[config.mk]
export PLATFORM = sky130hd
export DESIGN_NAME = uart_pixel_packer
export DESIGN_NICKNAME = d
export VERILOG_FILES = /design/src/rtl/uart_pixel_packer.sv
export SDC_FILE = /design/constraint.sdc
export NUM_CORES = 1
export LEC_CHECK = 0
export ABC_AREA = 1
export CELL_PAD_IN_SITES_DETAIL_PLACEMENT = 1
export CELL_PAD_IN_SITES_GLOBAL_PLACEMENT = 1
export CORE_ASPECT_RATIO = 0.5
export CORE_MARGIN = 3
export CORE_UTILIZATION = 39
export CTS_CLUSTER_SIZE = 16
export DETAILED_ROUTE_END_ITERATION = 10
export GPL_TIMING_DRIVEN = 0
export PLACE_DENSITY_LB_ADDON = 0.1
export SETUP_SLACK_MARGIN = 0.5
export SYNTH_ARGS = -nofsm -noshare
export SYNTH_HDL_FRONTEND = slang
export SYNTH_SLANG_ARGS = --single-unit
[constraint.sdc]
create_clock -name clk_uart -period 1.6 [get_ports clk_uart]
set_input_delay 0.48 -clock clk_uart [delete_from_list [all_inputs] [get_ports clk_uart]]
set_output_delay 0.48 -clock clk_uart [all_outputs]
set_load 0.01 [all_outputs]
[src/rtl/uart_pixel_packer.sv]
// uart_pixel_packer: packs UART byte pairs into RGB444 pixel writes with raster addressing, frame sync, timeout and error count
// Ports: clk_uart/rst (sync, active-high); rx_data/rx_valid byte stream in;
// write_en/write_data/addr_wr pixel write out; frame_done on last-address write; err_cnt saturating discard count.
module uart_pixel_packer #(
  parameter int FRAME_PIXELS = 307200,
  parameter int ADDR_W       = 19,
  parameter int TIMEOUT_CYC  = 50000
) (
  input  logic              clk_uart,
  input  logic              rst,
  input  logic [7:0]        rx_data,
  input  logic              rx_valid,
  output logic              write_en,
  output logic [11:0]       write_data,
  output logic [ADDR_W-1:0] addr_wr,
  output logic              frame_done,
  output logic [7:0]        err_cnt
);
  localparam int TW = TIMEOUT_CYC > 1 ? $clog2(TIMEOUT_CYC) : 1;
  typedef enum logic {WAIT_HI, WAIT_LO} state_t;
  state_t            state_q, state_d;
  logic [7:0]        hi_q, hi_d, err_q, err_d;
  logic [TW-1:0]     timer_q, timer_d;
  logic [ADDR_W-1:0] next_addr_q, next_addr_d, addr_q, addr_d;
  logic [11:0]       data_q, data_d;
  logic              we_q, we_d, fd_q, fd_d;
  logic              lo_acc, is_pix, is_sync, is_bad, tmo, last_addr;
  assign lo_acc    = state_q == WAIT_LO && rx_valid;
  assign is_pix    = lo_acc && rx_data[7:4] == 4'h0;
  assign is_sync   = lo_acc && rx_data[7:4] == 4'hF;
  assign is_bad    = lo_acc && !is_pix && !is_sync;
  // a LO byte arriving on the expiry cycle takes priority over the timeout
  assign tmo       = state_q == WAIT_LO && !rx_valid && timer_q == TW'(TIMEOUT_CYC - 1);
  assign last_addr = next_addr_q == ADDR_W'(FRAME_PIXELS - 1);
  always_comb begin
    state_d     = state_q == WAIT_HI ? (rx_valid ? WAIT_LO : WAIT_HI) : ((rx_valid || tmo) ? WAIT_HI : WAIT_LO);
    hi_d        = (state_q == WAIT_HI && rx_valid) ? rx_data : hi_q;
    timer_d     = (state_q == WAIT_LO && !rx_valid) ? timer_q + TW'(1) : '0;
    we_d        = is_pix;
    fd_d        = is_pix && last_addr;
    data_d      = is_pix ? {hi_q, rx_data[3:0]} : data_q;
    addr_d      = is_pix ? next_addr_q : addr_q;
    next_addr_d = is_sync ? '0 : is_pix ? (last_addr ? '0 : next_addr_q + ADDR_W'(1)) : next_addr_q;
    err_d       = ((is_bad || tmo) && err_q != 8'hFF) ? err_q + 8'd1 : err_q;
  end
  always_ff @(posedge clk_uart) begin
    if (rst) begin
      state_q     <= WAIT_HI;
      hi_q        <= '0;
      timer_q     <= '0;
      we_q        <= 1'b0;
      fd_q        <= 1'b0;
      data_q      <= '0;
      addr_q      <= '0;
      next_addr_q <= '0;
      err_q       <= '0;
    end else begin
      state_q     <= state_d;
      hi_q        <= hi_d;
      timer_q     <= timer_d;
      we_q        <= we_d;
      fd_q        <= fd_d;
      data_q      <= data_d;
      addr_q      <= addr_d;
      next_addr_q <= next_addr_d;
      err_q       <= err_d;
    end
  end
  assign write_en   = we_q;
  assign write_data = data_q;
  assign addr_wr    = addr_q;
  assign frame_done = fd_q;
  assign err_cnt    = err_q;
endmodule

==> flow_summary_export.csv, run 1 <==
group,metric,value,unit
grt,grt_usage,73.8,%
synthesis,synthTopCellsByArea,"dfxtp_1 (47%), nand2_1 (12%), nor2_1 (8.3%)",
synthesis,synth_nets,515,
synthesis,syn-cell-area,0.00366,mm²
synthesis,yosysWarnings,0,
synthesis,synth.ff_latch_count,85,
outcome,haltStage,"global routing (5_1_grt)",
placement,place.gp.congestion,0.815,
grt,grt.overflow.total,112,
clocking,clock_sinks,85,
timing,worst-ep-kind,"register data pin",
synthesis,synth_cells,501,
synthesis,synth_top_area_share,46.5,%
floorplanning,die_h,74.5,µm
clocking,cts_buffers,9,
clocking,htree_levels,3,
outcome,outcome,"aborted with a tool error",
synthesis,ys_types,30,
placement,port_buffers,51,
clocking,hold_buffers,0,
clocking,clock-root-buffer,"clkbuf_16",
clocking,ctsLongestPathBuffers,2,
timing,crit_endpoint,"next_addr_q[16]$_SDFFE_PP0P_/D",
outcome,firstError,"[ERROR GRT-0232] Routing congestion too high. Check the congestion heatmap in the GUI.",
floorplanning,num_io_pins,52,
grt,grt_max_degree,15,
synthesis,yosysSeqAreaShare,46.5,%
placement,dp_hpwl,7410,µm
synthesis,synth_top_area_cell,"dfxtp_1",
floorplanning,initial_core_util,41.0,%
floorplanning,dieWidth,143,µm
floorplanning,rows,24,
synthesis,synth_area_per_cell,7.30,µm²
placement,dp_slack,-0.631,ns
grt,antenna_found_initial,1,
==> Yosys cell counts (all sizes together) <==
library cell	n
xnor2	5
ha	3
buf	7
a21oi	55
nand4	10
clkinv	1
nor3b	3
nor3	8
nand3	33
nor2	90
a31oi	2
dfxtp	85
nand2	121
or2	3
inv	45
clkbuf	7
xor2	7
o21ai	16
==> logic make-up after synthesis <==
group / Yosys count / share of synthesized area, %
simple gates: 268 / 32.9
flops: 85 / 46.5
compound gates: 73 / 10.1
buf+inv: 60 / 6.61
xor+xnor: 12 / 2.87
fa+ha+maj: 3 / 1.03
==> through the flow <==
| step | hold slack, ns | setup TNS [ns] | cell area (µm²) | util (%) | instances |
|---|---|---|---|---|---|
| after floorplan | 0.418 | 0 | 3790 | - | 501 |
| after global placement | 0.431 | -30.38 | 4450 | 49.9 | 669 |
| after detailed placement | 0.437 | -33.19 | 4450 | 49.9 | 669 |
| after CTS | 0.374 | 0 | 6000 | 67.2 | 744 |
==> repair_timing <==
action	in CTS
gates resized for setup	429
pin swaps	51
endpoints found under the setup margin	126
buffers inserted	53
cloned	6
endpoints found under the hold margin	0
==> per-layer routing <==
metal | GRT overflow | GRT usage, %
met1 | 1 | 74.5
met3 | 1 | 55.6
met4 | 61 | 84.0
met2 | 49 | 90.2
met5 | 0 | 10.1
==> run 2: changes to the inputs <==
Settings changed: CELL_PAD_IN_SITES_DETAIL_PLACEMENT 1 to unset, CELL_PAD_IN_SITES_GLOBAL_PLACEMENT 1 to unset, CORE_ASPECT_RATIO 0.5 to unset, CORE_UTILIZATION 39 to 40, CTS_CLUSTER_SIZE 16 to unset, PLACE_DENSITY_LB_ADDON 0.1 to 0.15, SETUP_SLACK_MARGIN 0.5 to unset.
==> flow_summary_export.csv, run 2 <==
group,metric,value,unit
setup_path,critPathKind,"input port to register",
grt,grt.overflow.total,0,
synthesis,yosysMostFrequentCell,"nand2_1",
placement,port_buffers,51,
timing,setup_ws,0.0556,ns
setup_path,timing.rr.end,"next_addr_q[11]$_SDFFE_PP0P_",
drt,ant_nets,0,
synthesis,synthArstFlopShare,0,%
final_layout,area_growth,28.4,%
synthesis,ys_types,30,
floorplanning,die_area,0.0103,mm²
clocking,ctsLongestPathBuffers,2,
setup_path,required,1.88,ns
timing,rsz0062_at_grt,"yes",
worst_hold_path,hold_path_end,"timer_q[0]$_SDFF_PP0_",
final_layout,drive_gt1_share,16.5,%
grt,grt_pass1_wl,14500,µm
clocking,cts_tree,"done",
pwr,power.total,0.00398,W
floorplanning,fp.coreArea,0.00881,mm²
drt,route.detailed.drc,0,
outcome,outcome,"complete, no violations",
final_layout,mostFrequentLayoutCells,"nand2_1 (113), dfxtp_1 (75), nor2_1 (73)",
synthesis,synth_edf_count,0,
synthesis,yosysSeqAreaShare,46.5,%
clocking,clkTransAtPathRegs,0.08,ns
timing,tns,0,ns
synthesis,yosysWarnings,0,
final_layout,fin_util,53.3,%
timing,tightest_slew,0.415,ns
timing,finalMaxSlewViolations,0,
final_layout,post-route-cell-area,0.00469,mm²
synthesis,syn-cell-area,0.00366,mm²
floorplanning,rows,34,
final_layout,finalNetCount,592,
clocking,cts_buffers,9,
worst_hold_path,holdPathStages,1,
grt,grt_usage,17.6,%
timing,slew_headroom,72.3,%
drt,finalWirelength,8650,µm
final_layout,antennaDiodeCount,0,
synthesis,synth_cells,501,
synthesis,synth-main-ff-cell,"dfxtp_1",
synthesis,synth.ff_latch_count,85,
pwr,powerDensity,849,mW/mm²
synthesis,synth_top_area_share,46.5,%
clocking,clock_sinks,85,
drt,via_per_inst,4.92,
setup_path,path_max_fanout,9,
grt,antenna_found_initial,0,
floorplanning,dieWidth,102,µm
setup_path,end_kind,"register",
synthesis,synth_nets,515,
synthesis,synth_area_per_cell,7.30,µm²
setup_path,rr_startpoint,"next_addr_q[1]$_SDFFE_PP0P_",
run,max-cap-violations,0,
clocking,clk_latency,0.36,ns
placement,dp_hpwl,6170,µm
floorplanning,num_io_pins,52,
timing,hold_viol,0,
drt,wl_per_cell,12.5,µm
setup_path,r2r_cells,7,
placement,dpl-instance-area,0.00430,mm²
clocking,htree_levels,3,
drt,vias,3393,
clocking,hold_buffers,0,
drt,drt-initial-drc-count,106,
placement,dp_slack,-0.627,ns
timing,period_share,96.5,%
worst_hold_path,hp-class,"register to register",
drt,firstDrtPassIters,4,
timing,fin_crit,1.54,ns
floorplanning,die_h,102,µm
setup_path,start_kind,"input port",
timing,finalClockSkew,0.0114,ns
timing,setup_violations,0,
synthesis,synth_top_area_cell,"dfxtp_1",
final_layout,mostFrequentLayoutCell,"nand2_1",
setup_path,critical_path_arrival,1.82,ns
pwr,p_leak,1.94,nW
timing,max_freq,647,MHz
setup_path,r2r_slack,0.13,ns
worst_hold_path,min_from,"timer_q[0]$_SDFF_PP0_",
synthesis,synthTopCellsByArea,"dfxtp_1 (47%), nand2_1 (12%), nor2_1 (8.3%)",
pwr,peakVddDrop,0.456,mV
grt,grt_max_degree,14,
clocking,clock-root-buffer,"clkbuf_8",
placement,place.gp.congestion,0.835,
grt,grt_pass1_vias,3147,
synthesis,synth_commonest_cells,"nand2_1 (117), dfxtp_1 (85), nor2_1 (81)",
floorplanning,initial_core_util,41.5,%
==> run 2: cell counts after synthesis <==
No cell type changed its count.
==> run 2: report_power, final <==
part	internal [W]	leakage [nW]	total [W]	switching [W]
combinational	0.0000725	1.14	0.000184	0.000111
clock	0.000912	0.105	0.00165	0.000736
sequential	0.00214	0.692	0.00215	0.0000158
total	0.00312	1.94	0.00398	0.000863
==> run 2: layout make-up <==
cell class	instances	area [µm²]
fillers	891	4110
multi-input cells	357	1800
flip-flops and latches	85	1720
repair buffers	65	569
inverters	46	174
clock buffers	11	141
well taps	108	135
plain buffers	14	82.6
clock inverters	4	72.6
==> run 2: per-stage QoR <==
| stage | instances | hold WS [ns] |
|---|---|---|
| 6_report | 690 | 0.442 |
| 5_1_grt | 690 | 0.451 |
| 4_1_cts | 682 | 0.452 |
| 3_5_place_dp | 660 | 0.440 |
| 3_3_place_gp | 660 | 0.429 |
| 2_1_floorplan | 501 | 0.418 |
==> run 2: logic make-up after synthesis <==
group                      Yosys count  share of synthesized area (%)
and+or+nand+nor                    268                           32.9
buffers and inverters               60                           6.61
xor gates and xnor gates            12                           2.87
AOI/OAI and AO/OA                   73                           10.1
adders and majority gates            3                           1.03
DFF                                 85                           46.5
==> run 2: repair_timing <==
item,4_1_cts,5_1_grt
buffers inserted,6,7
setup endpoints to repair,109,17
pin swaps,9,10
cloned,1,1
resized for setup,67,27
==> run 2: metal layers <==
| metal | up-vias | track usage [%] | share of wire, % |
|---|---|---|---|
| met5 | - | 0 | 0 |
| met4 | 0 | 5.01 | 0.75 |
| met1 | 1569 | 21.7 | 46 |
| met2 | 58 | 30.3 | 50 |
| li1 | 1760 | - | - |
| met3 | 6 | 4.68 | 3.8 |
==> run 2: worst max path at each step <==
stage	from	endpoint	slack, ns	depth (start not counted)
5_1_grt	rx_data[6]	next_addr_q[17]$_SDFFE_PP0P_	-0.02	9
3_5_place_dp	rx_valid	hi_q[2]$_SDFFE_PP0P_	-0.63	6
4_1_cts	timer_q[0]$_SDFF_PP0_	err_cnt[6]$_SDFFE_PP0P_	0.03	11
2_1_floorplan	timer_q[0]$_SDFF_PP0_	err_cnt[6]$_SDFFE_PP0P_	0.18	11
6_report	rst	next_addr_q[9]$_SDFFE_PP0P_	0.06	7
3_3_place_gp	rx_valid	hi_q[5]$_SDFFE_PP0P_	-0.63	6
==> run 2: worst max-delay path, cell delays in order <==
cell and delay (ns):
clkdlybuf4s50_1 0.53, inv_1 0.21, nand2_4 0.13, inv_2 0.11
nand2_4 0.07, buf_4 0.14, nor3b_1 0.15
(Power assumes the default switching activity.)
==> run 3: changes to the inputs <==
Settings changed: CORE_UTILIZATION 40 to 54.
==> flow_summary_export.csv, run 3 (synthesized netlist as in run 2, its figures left out) <==
group,metric,value,unit
outcome,outcome,"complete, no violations",
final_layout,antennaDiodeCount,0,
timing,setup_violations,0,
worst_hold_path,hp-class,"register to register",
timing,hold_viol,0,
floorplanning,fp.coreArea,0.00646,mm²
final_layout,multi_input_area,0.00182,mm²
worst_hold_path,min_from,"timer_q[0]$_SDFF_PP0_",
clocking,hold_buffers,0,
final_layout,mostFrequentLayoutCells,"nand2_1 (112), dfxtp_1 (75), nor2_1 (73)",
drt,finalWirelength,8910,µm
clocking,clock_sinks,85,
setup_path,critPathKind,"input port to register",
final_layout,fillCellCount,534,
floorplanning,dieWidth,88.3,µm
pwr,peakVddDrop,0.657,mV
grt,grt_usage,23.3,%
drt,vias,3495,
timing,slew_headroom,63.5,%
timing,hold_ws,0.450,ns
pwr,p_seq_share,51.2,%
pwr,p_sw,0.000908,W
setup_path,end_kind,"register",
floorplanning,initial_core_util,56.6,%
setup_path,path_max_fanout,5,
final_layout,finalNetCount,591,
pwr,p_leak,1.96,nW
setup_path,rr_startpoint,"next_addr_q[8]$_SDFFE_PP0P_",
placement,port_buffers,51,
pwr,power.internal,0.00330,W
final_layout,fin_util,72.9,%
placement,dp_hpwl,5880,µm
drt,via_per_inst,5.30,
run,max-cap-violations,0,
clocking,cts_tree,"done",
drt,route.detailed.drc,0,
setup_path,worstSetupStartpoint,"rx_data[7]",
final_layout,register_area,0.00171,mm²
drt,drt-initial-drc-count,175,
grt,grt.overflow.total,0,
pwr,clockPowerShare,44.3,%
timing,tightest_slew,0.547,ns
timing,max_freq,638,MHz
floorplanning,die_area,0.00779,mm²
final_layout,drive_gt1_share,17.0,%
setup_path,critical_path_arrival,1.82,ns
grt,grt_max_degree,15,
pwr,powerDensity,893,mW/mm²
grt,antenna_found_initial,0,
placement,place.gp.congestion,0.862,
timing,finalMaxSlewViolations,0,
final_layout,mostFrequentLayoutCell,"nand2_1",
clocking,cts_buffers,9,
drt,wl_per_cell,13.5,µm
drt,firstDrtPassIters,5,
clocking,ctsLongestPathBuffers,2,
floorplanning,die_h,88.3,µm
drt,ant_nets,0,
setup_path,start_kind,"input port",
floorplanning,rows,29,
clocking,clk_latency,0.36,ns
clocking,htree_levels,3,
pwr,combPwrFrac,4.4,%
timing,fin_crit,1.57,ns
timing,finalClockSkew,0.00866,ns
clocking,clkTransAtPathRegs,0.09,ns
grt,grt_pass1_vias,3270,
final_layout,area_growth,28.9,%
grt,grt_pass1_wl,14500,µm
floorplanning,num_io_pins,52,
pwr,switching_share,21.6,%
clocking,clock-root-buffer,"clkbuf_8",
timing,rsz0062_at_grt,"yes",
timing,period_share,98.0,%
setup_path,required,1.86,ns
timing,tns,0,ns
[run 3: metal layers]
metal  track usage, %  vias up  share of wire, %
met5                0        -                 0
met4             9.07        0               1.9
met3             6.05       18               4.8
met2             38.3       88                50
met1             29.4     1626                43
li1                 -     1763                 -
[run 3: power groups by stage]
stage / registers, W / clock network [W] / logic [W]
after floorplan: 0.00220 / 0 / 0.0000905
after global placement: 0.00220 / 0 / 0.000157
after detailed placement: 0.00220 / 0 / 0.000161
after CTS: 0.00215 / 0.00189 / 0.000178
after global routing: 0.00216 / 0.00197 / 0.000205
final: 0.00216 / 0.00187 / 0.000186
[run 3: final timing paths]
check / endpoint / slack (ns) / depth (start not counted)
setup / recovery: next_addr_q[17]$_SDFFE_PP0P_ / 0.03 / 9
hold / removal: timer_q[0]$_SDFF_PP0_ / 0.45 / 1
setup reg to reg: next_addr_q[18]$_SDFFE_PP0P_ / 0.05 / 7
hold reg to reg: timer_q[0]$_SDFF_PP0_ / 0.45 / 1
[run 3: cell type report]
| cell class | count | share of cell area, % |
|---|---|---|
| well taps | 77 | 2.05 |
| clock buffers | 11 | 3.00 |
| plain buffers | 14 | 1.59 |
| multi-input cells | 356 | 38.7 |
| clock inverters | 5 | 2.26 |
| inverters | 46 | 3.67 |
| flip-flops and latches | 85 | 36.4 |
| repair buffers | 65 | 12.3 |
[run 3: worst max-delay path, stage by stage]
cell,delay [ns]
dlygate4sd2_1,0.29
nor2_4,0.15
nand2_2,0.10
nor2_4,0.19
nand4_1,0.22
nor2_2,0.19
nand3_1,0.09
nand2_1,0.07
nor2_1,0.04
[run 3: timing repair]
action,4_1_cts,5_1_grt
buffers inserted,12,2
pin swaps,10,8
resized for setup,59,39
setup endpoints to repair,108,34
endpoints found under the hold margin,0,0
[run 3: metrics by stage]
step / total power (W) / cell area [µm²] / instances / setup slack [ns]
2_1_floorplan: 0.00229 / 3660 / 501 / 0.180
3_3_place_gp: 0.00236 / 4260 / 629 / -0.537
6_report: 0.00421 / 4710 / 659 / 0.0322
5_1_grt: 0.00433 / 4710 / 659 / -0.0382
3_5_place_dp: 0.00236 / 4260 / 629 / -0.569
4_1_cts: 0.00422 / 4600 / 657 / 0.0110
